[config.mk]
export PLATFORM = sky130hd
export DESIGN_NAME = div_seq
export DESIGN_NICKNAME = d
export VERILOG_FILES = /design/src/rtl/div_seq.sv
export SDC_FILE = /design/constraint.sdc
export NUM_CORES = 1
export LEC_CHECK = 0
export ABC_AREA = 1
export CORE_ASPECT_RATIO = 0.6
export CORE_MARGIN = 3
export CORE_UTILIZATION = 32
export CTS_BUF_LIST = sky130_fd_sc_hd__clkbuf_8
export DETAILED_ROUTE_END_ITERATION = 7
export HOLD_SLACK_MARGIN = 0.08
export PLACE_DENSITY_LB_ADDON = 0.2
export SETUP_SLACK_MARGIN = 0.4
export SYNTH_ARGS = -nofsm -noshare
export SYNTH_HDL_FRONTEND = slang
export SYNTH_SLANG_ARGS = --single-unit
[constraint.sdc]
create_clock -name clk -period 3.05 [get_ports clk]
set_input_delay 0.4575 -clock clk [delete_from_list [all_inputs] [get_ports clk]]
set_output_delay 0.4575 -clock clk [all_outputs]
set_load 0.01 [all_outputs]
[src/rtl/div_seq.sv]
// Sequential restoring divider for MIPS div/divu: one quotient bit per cycle, sign fix-up after.
// Optional macro DIV_EARLY_OUT_EN: finish at accept when |dividend| < |divisor|.
module div_seq #(
    parameter int WIDTH = 32
) (
    input  logic             clk,
    input  logic             rst_n,
    input  logic             start,
    input  logic             is_signed,
    input  logic [WIDTH-1:0] dividend,
    input  logic [WIDTH-1:0] divisor,
    output logic [WIDTH-1:0] quotient,
    output logic [WIDTH-1:0] remainder,
    output logic             busy,
    output logic             done,
    output logic             div_by_zero
);

    localparam int CNT_W = $clog2(WIDTH);
    localparam logic [CNT_W-1:0] CNT_LAST = CNT_W'(WIDTH - 1);

    typedef enum logic [1:0] {
        IDLE,
        CALC,
        FIX,
        DONE
    } state_t;

    state_t           state;
    state_t           state_nxt;
    logic [CNT_W-1:0] cnt;
    logic [WIDTH-1:0] q_work;
    logic [WIDTH-1:0] dvs_work;
    logic [WIDTH-1:0] rem_work;
    logic             q_neg;
    logic             r_neg;
    logic             dbz;

    function automatic logic [WIDTH-1:0] neg_cond(input logic [WIDTH-1:0] v, input logic neg);
        logic signed [WIDTH-1:0] sv;
        sv = v;
        return neg ? -sv : sv;
    endfunction

    logic             accept;
    logic             dvd_neg_in;
    logic             dvs_neg_in;
    logic [WIDTH-1:0] dvd_abs;
    logic [WIDTH-1:0] dvs_abs;
    logic             dvs_zero;
    logic             early;

    assign accept     = start && (state == IDLE || state == DONE);
    assign dvd_neg_in = is_signed & dividend[WIDTH-1];
    assign dvs_neg_in = is_signed & divisor[WIDTH-1];
    assign dvd_abs    = neg_cond(dividend, dvd_neg_in);
    assign dvs_abs    = neg_cond(divisor, dvs_neg_in);
    assign dvs_zero   = (divisor == '0);

`ifdef DIV_EARLY_OUT_EN
    assign early = !dvs_zero && (dvd_abs < dvs_abs);
`else
    assign early = 1'b0;
`endif

    // Restoring step: a borrow out of the extra top bit means the trial subtract failed.
    logic [WIDTH:0]   shifted;
    logic [WIDTH:0]   trial;
    logic             step_ge;
    logic [WIDTH-1:0] rem_step;

    assign shifted  = {rem_work, q_work[WIDTH-1]};
    assign trial    = shifted - {1'b0, dvs_work};
    assign step_ge  = !trial[WIDTH];
    assign rem_step = step_ge ? trial[WIDTH-1:0] : shifted[WIDTH-1:0];

    always_comb begin
        state_nxt = state;
        case (state)
            IDLE, DONE: begin
                if (accept) begin
                    state_nxt = (dvs_zero || early) ? DONE : CALC;
                end else begin
                    state_nxt = IDLE;
                end
            end
            CALC: begin
                if (cnt == CNT_LAST) begin
                    state_nxt = FIX;
                end
            end
            FIX: begin
                state_nxt = DONE;
            end
            default: begin
                state_nxt = IDLE;
            end
        endcase
    end

    assign busy        = (state == CALC) || (state == FIX);
    assign done        = (state == DONE);
    assign div_by_zero = done && dbz;

    // Control and architectural results: cleared by reset, updated only at accept or in FIX.
    always_ff @(posedge clk or negedge rst_n) begin
        if (!rst_n) begin
            state     <= IDLE;
            cnt       <= '0;
            dbz       <= 1'b0;
            quotient  <= '0;
            remainder <= '0;
        end else begin
            state <= state_nxt;
            if (accept) begin
                cnt <= '0;
                dbz <= dvs_zero;
                if (dvs_zero) begin
                    quotient  <= '1;
                    remainder <= dividend;
                end else if (early) begin
                    quotient  <= '0;
                    remainder <= dividend;
                end
            end else if (state == CALC) begin
                cnt <= cnt + CNT_W'(1);
            end else if (state == FIX) begin
                quotient  <= neg_cond(q_work, q_neg);
                remainder <= neg_cond(rem_work, r_neg);
            end
        end
    end

    // Working datapath: quotient bits shift into q_work as dividend bits shift out.
    always_ff @(posedge clk) begin
        if (accept) begin
            q_work   <= dvd_abs;
            dvs_work <= dvs_abs;
            rem_work <= '0;
            q_neg    <= dvd_neg_in ^ dvs_neg_in;
            r_neg    <= dvd_neg_in;
        end else if (state == CALC) begin
            q_work   <= {q_work[WIDTH-2:0], step_ge};
            rem_work <= rem_step;
        end
    end

endmodule

Word-level counts from Yosys, hierarchy flattened. Cells that the tools add are included.

Equal/unequal tests: 7. Bitwise logic cells: 3. Reduce and logical (&&, ||, !) cells: 11. Muxes and demuxes: 21. $add $sub $neg: 6.

Operators by type and width (count): $mux 32 (15); $neg 32->32 (4); $sub 33x32->33 (1); $logic_not 32->1 (1); $mux 5 (2); $mux 2 (3); $pmux 2 s3 (1); $add 5x1->5 const B (1); $eq 5x5->1 const B (1); $eq 2x2->1 const B (2); $ne 2x2->1 const B (2); $reduce_bool 2->1 (2); $reduce_and 3->1 (1); $and 1x1->1 (2); $eq 2x1->1 const B (1); $logic_and 1x1->1 (2); $logic_not 2->1 (1); $logic_or 1x1->1 (2); $ne 2x1->1 const B (1); $reduce_or 2->1 (1); $logic_not 1->1 (1); $xor 1x1->1 (1).

Word-level logic and storage cells: 58. Input port bits: 68. Register bits: 170. Output and inout port bits: 67.

Logic depth before layout (Yosys ltp).
Word-level depth: 5. Depth in mapped cells: 19. Gate-level depth less buffers: 17.

Least setup slack after synthesis. Ideal clock, no wire load.

Path type: register to register. Start point: reg state[0]. End point: reg q_work[30], data pin. Path buffers: 2. Data required time: 2789 ps. Stages on the path, launching flop included: 10. Period minus slack after synthesis: 2928 ps. Slack: 122 ps. Library setup time: 261 ps. Data arrival time: 2667 ps. Cell sequence: dfrtp_1 -> inv_1 -> ha_1 -> nand2_1 -> inv_2 -> buf_1 -> buf_1 -> nand2_1 -> nand2_1 -> o21ai_0.

Cells in the longest elaborated chain, start to end: 4. Elaborated cells on any way between the ends: 5. Those cells by class: eq/ne: 1; mux: 1; reduce/logical: 3.

RTL lines: start: declaration (RTL line 29) `state_t state;`; start signal: assignment (RTL line 114) `state <= state_nxt;`; $eq 2x2->1 or $logic_not 2->1 (tied branches) (RTL line 53) `assign accept = start && (state == IDLE || state == DONE);`; $logic_or 1x1->1 (*) (RTL line 53); $logic_and 1x1->1 (*) (RTL line 53); via accept (RTL line 45) `logic accept;`; $mux 32 (*) (RTL line 136) `if (accept) begin`; end signal: assignment (RTL line 137) `q_work <= dvd_abs;`; end signal: assignment (RTL line 143) `q_work <= {q_work[WIDTH-2:0], step_ge};`; end: declaration (RTL line 32) `logic [WIDTH-1:0] q_work;`.

Mark *: on every way through the listed nets, which the timed path passes. The rest lies on a longest branch. A chain may end at the register's enable or synchronous reset.

Final worst setup path.
Start point: reg dvs_work[10]. End point: reg rem_work[15].

Cells in the longest elaborated chain, start to end: 2.

RTL lines: start: declaration (RTL line 33) `logic [WIDTH-1:0] dvs_work;`; start signal: assignment (RTL line 138) `dvs_work <= dvs_abs;`; $sub 33x32->33 (RTL line 73) `assign trial = shifted - {1'b0, dvs_work};`; $mux 32 (RTL line 75) `assign rem_step = step_ge ? trial[WIDTH-1:0] : shifted[WIDTH-1:0];`; end signal: assignment (RTL line 144) `rem_work <= rem_step;`; end: declaration (RTL line 34) `logic [WIDTH-1:0] rem_work;`.

Every way passes these cells.

==> results.sh <==
export IMPL_outcome="completed"
export IMPL_timing_fmax_mhz=382
export IMPL_vias=13625
export IMPL_startpoint="dvs_work[10]"
export IMPL_synthArstFlopShare_pct=42.4
export IMPL_start_util_pct=32.8
export IMPL_avgSynthCellArea_um2=6.44
export IMPL_ys_seq_elements=170
export IMPL_critPathLaunchType="flop"
export IMPL_hold_class="in2async"
export IMPL_numCtsBuffers=17
export IMPL_coreArea_um2=39500
export IMPL_layout_commonest_cell="nand2_1"
export IMPL_ys_warn_count=0
export IMPL_grt_overflow=0
export IMPL_skew_ns=0.0214
export IMPL_place_ws_ns=0.146
export IMPL_rows=56
export IMPL_tightest_slew_ns=1.01
export IMPL_die_x_um=266
export IMPL_numPortBuffers=134
export IMPL_fin_crit_sh_pct=85.7
export IMPL_drive_above_1_share_pct=6.98
export IMPL_diodes=0
export IMPL_setup_ws_ns=0.435
export IMPL_grt_max_degree=73
export IMPL_maxSlewHeadroom_pct=32.7
export IMPL_cts_root_buf="clkbuf_8"
export IMPL_final_max_slew_viol_count=0
export IMPL_cts_clk_slew_worst_paths_ns=0.10
export IMPL_fin_area_um2=15700
export IMPL_cts_max_path_buffers=2
export IMPL_track_usage_pct=22.1
export IMPL_area_growth_pct=21.1
export IMPL_synthCells=2014
export IMPL_wl_per_cell_um=18.1
export IMPL_grt_pass1_wl_um=72700
export IMPL_wl_um=48900
export IMPL_cts_tree="yes"
export IMPL_mostFrequentLayoutCells="627 x nand2_1, 314 x inv_1, 233 x nor2_1, 175 x nand3_1, 133 x clkdlybuf4s50_1"
export IMPL_h_tree_depth=4
export IMPL_drt_iter0_drc=1587
export IMPL_antenna_found_initial=0
export IMPL_ys_flop_type="dfrtp_1"
export IMPL_top_level_ports=135
export IMPL_setup_tns_ns=0
export IMPL_cp_arrival_ns=3.02
export IMPL_ys_seq_area_share_pct=34.1
export IMPL_crit_fanout=8
export IMPL_drt_antenna_violating_nets=0
export IMPL_die_y_um=162
export IMPL_clock_sinks=170
export IMPL_endpoint_kind="flop"
export IMPL_synth_area_um2=13000
export IMPL_first_pass_iters=8
export IMPL_synth_cell_type_count=49
export IMPL_p_per_area_nw_per_um2=818
export IMPL_drv_cap=0
export IMPL_path_class="reg2reg"
export IMPL_worstPathRequired_ns=3.45
export IMPL_period_needed_ns=2.61
export IMPL_hold_viol=0
export IMPL_clkLatencyLatePin_ns=0.51
export IMPL_p_leak_uw=0.00785
export IMPL_synth_nets=2124
export IMPL_dpl_cell_area_um2=15000
export IMPL_timing_rr_start="dvs_work[10]"
export IMPL_synth_edff_count=66
export IMPL_place_congestion=0.972
export IMPL_rsz0062_at_grt="true"
export IMPL_nets=2274
export IMPL_dp_hpwl_um=38500
export IMPL_viasPerCell=5.05
export IMPL_irDropWorstVdd_v=0.000759
export IMPL_drc=0
export IMPL_setup_violations_final=0
export IMPL_grt_pass1_vias=12379
export IMPL_num_fill_cells=4248
export IMPL_die_area_um2=43000
==> synthesized netlist by cell type (2+ instances only) <==
cell type / number / area share (%)
buf_4: 5 / 0.29
ha_1: 41 / 4.0
nor4_1: 4 / 0.19
o21ai_0: 110 / 4.2
inv_1: 319 / 9.2
xnor2_1: 24 / 1.6
nand4_1: 29 / 1.4
buf_1: 8 / 0.23
nor2_1: 235 / 6.8
o211ai_1: 4 / 0.23
and3_1: 2 / 0.096
buf_2: 11 / 0.42
and2_1: 7 / 0.34
o21bai_1: 4 / 0.23
or2_1: 2 / 0.096
or2_2: 6 / 0.29
o31ai_1: 4 / 0.23
nor2_2: 3 / 0.14
dfrtp_1: 72 / 14
nand2_2: 22 / 1.1
a21oi_1: 41 / 1.6
a41oi_1: 2 / 0.14
dfxtp_1: 32 / 4.9
o21ai_2: 2 / 0.14
nor3_1: 25 / 0.97
edfxtp_1: 66 / 15
nand2_1: 631 / 18
clkbuf_1: 25 / 0.72
xor2_1: 31 / 2.1
o22a_1: 3 / 0.20
a21oi_2: 4 / 0.27
a31oi_1: 31 / 1.5
nand3_1: 177 / 6.8
nor2_4: 5 / 0.43
a21o_1: 3 / 0.17
inv_2: 7 / 0.20
nand3b_1: 5 / 0.29
==> kinds of logic after synthesis <==
logic type,count (synthesis),share of synthesized area (%)
xor+xnor,55,3.72
simple gates,1156,37.4
buf+inv,377,11.3
flops,170,34.1
compound gates,214,9.27
fa+ha+maj,42,4.11
==> critical path, stage by stage, from the launching register on <==
cell and delay, ns:
edfxtp_1 0.39, inv_1 0.25, ha_1 0.35, nand2_2 0.12, inv_1 0.04, nand2_1 0.05
nand2_1 0.16, a21oi_2 0.23, nand2_4 0.09, nand2_4 0.09, nand3_1 0.12, nand2_4 0.19
clkbuf_16 0.21, nand2_1 0.07, nand3_1 0.08, nand2_1 0.06
==> stage by stage <==
stage	instances	hold WS, ns	total power (uW)	utilization, %
2_1_floorplan	2014	0.162	8070	-
3_3_place_gp	2651	0.469	10800	37.9
3_5_place_dp	2651	0.476	10900	37.9
4_1_cts	2685	0.120	12600	39.0
5_1_grt	2699	0.171	13800	39.7
6_report	2699	0.109	12800	39.7
==> registers in the layout (all words and copies together) (netlist names) <==
register   count
cnt            5
dbz            1
dvs_work      32
q_neg          1
q_work        32
quotient      32
r_neg          1
rem_work      32
remainder     32
state          2
==> where the power goes <==
part | leakage [uW] | internal (uW) | switching (uW) | total (uW)
combinational | 0.00591 | 2520 | 4440 | 6960
sequential | 0.00173 | 3470 | 674 | 4140
clock | 0.000205 | 743 | 995 | 1740
==> metal layers <==
layer	track usage, %	routed length [um]
met2	27.8	17300
met5	0	0
met3	5.54	5260
met4	4.68	639
met1	36.2	25700
==> path summary, 6_finish.rpt <==
kind,end,slack (ns),cells past startpoint
max,rem_work[15],0.44,15
min,remainder[3],0.11,1
max reg2reg,rem_work[15],0.44,15
min reg2reg,rem_work[1],0.49,2
max in group asynchronous,cnt[4],2.28,1
min in group clk,rem_work[1],0.49,2
==> cell type report <==
| class | count | area, um2 | area share (%) |
|---|---|---|---|
| clock buffer | 17 | 234 | 1.49 |
| clock inverter | 15 | 163 | 1.04 |
| inverter | 326 | 1230 | 7.83 |
| multi-input combinational | 1467 | 7180 | 45.7 |
| sequential | 170 | 4430 | 28.2 |
| tap | 522 | 653 | 4.16 |
| timing repair buffer | 181 | 1810 | 11.5 |
| timing repair inverter | 1 | 7.51 | 0.0478 |
==> what timing repair did <==
item	4_1_cts	5_1_grt
hold buffers	0	0
cloned	0	8
endpoints found under the setup margin	33	52
pin swaps	1	3
setup buffers	2	6
gates resized for setup	2	27
(Power assumes the default switching activity.)
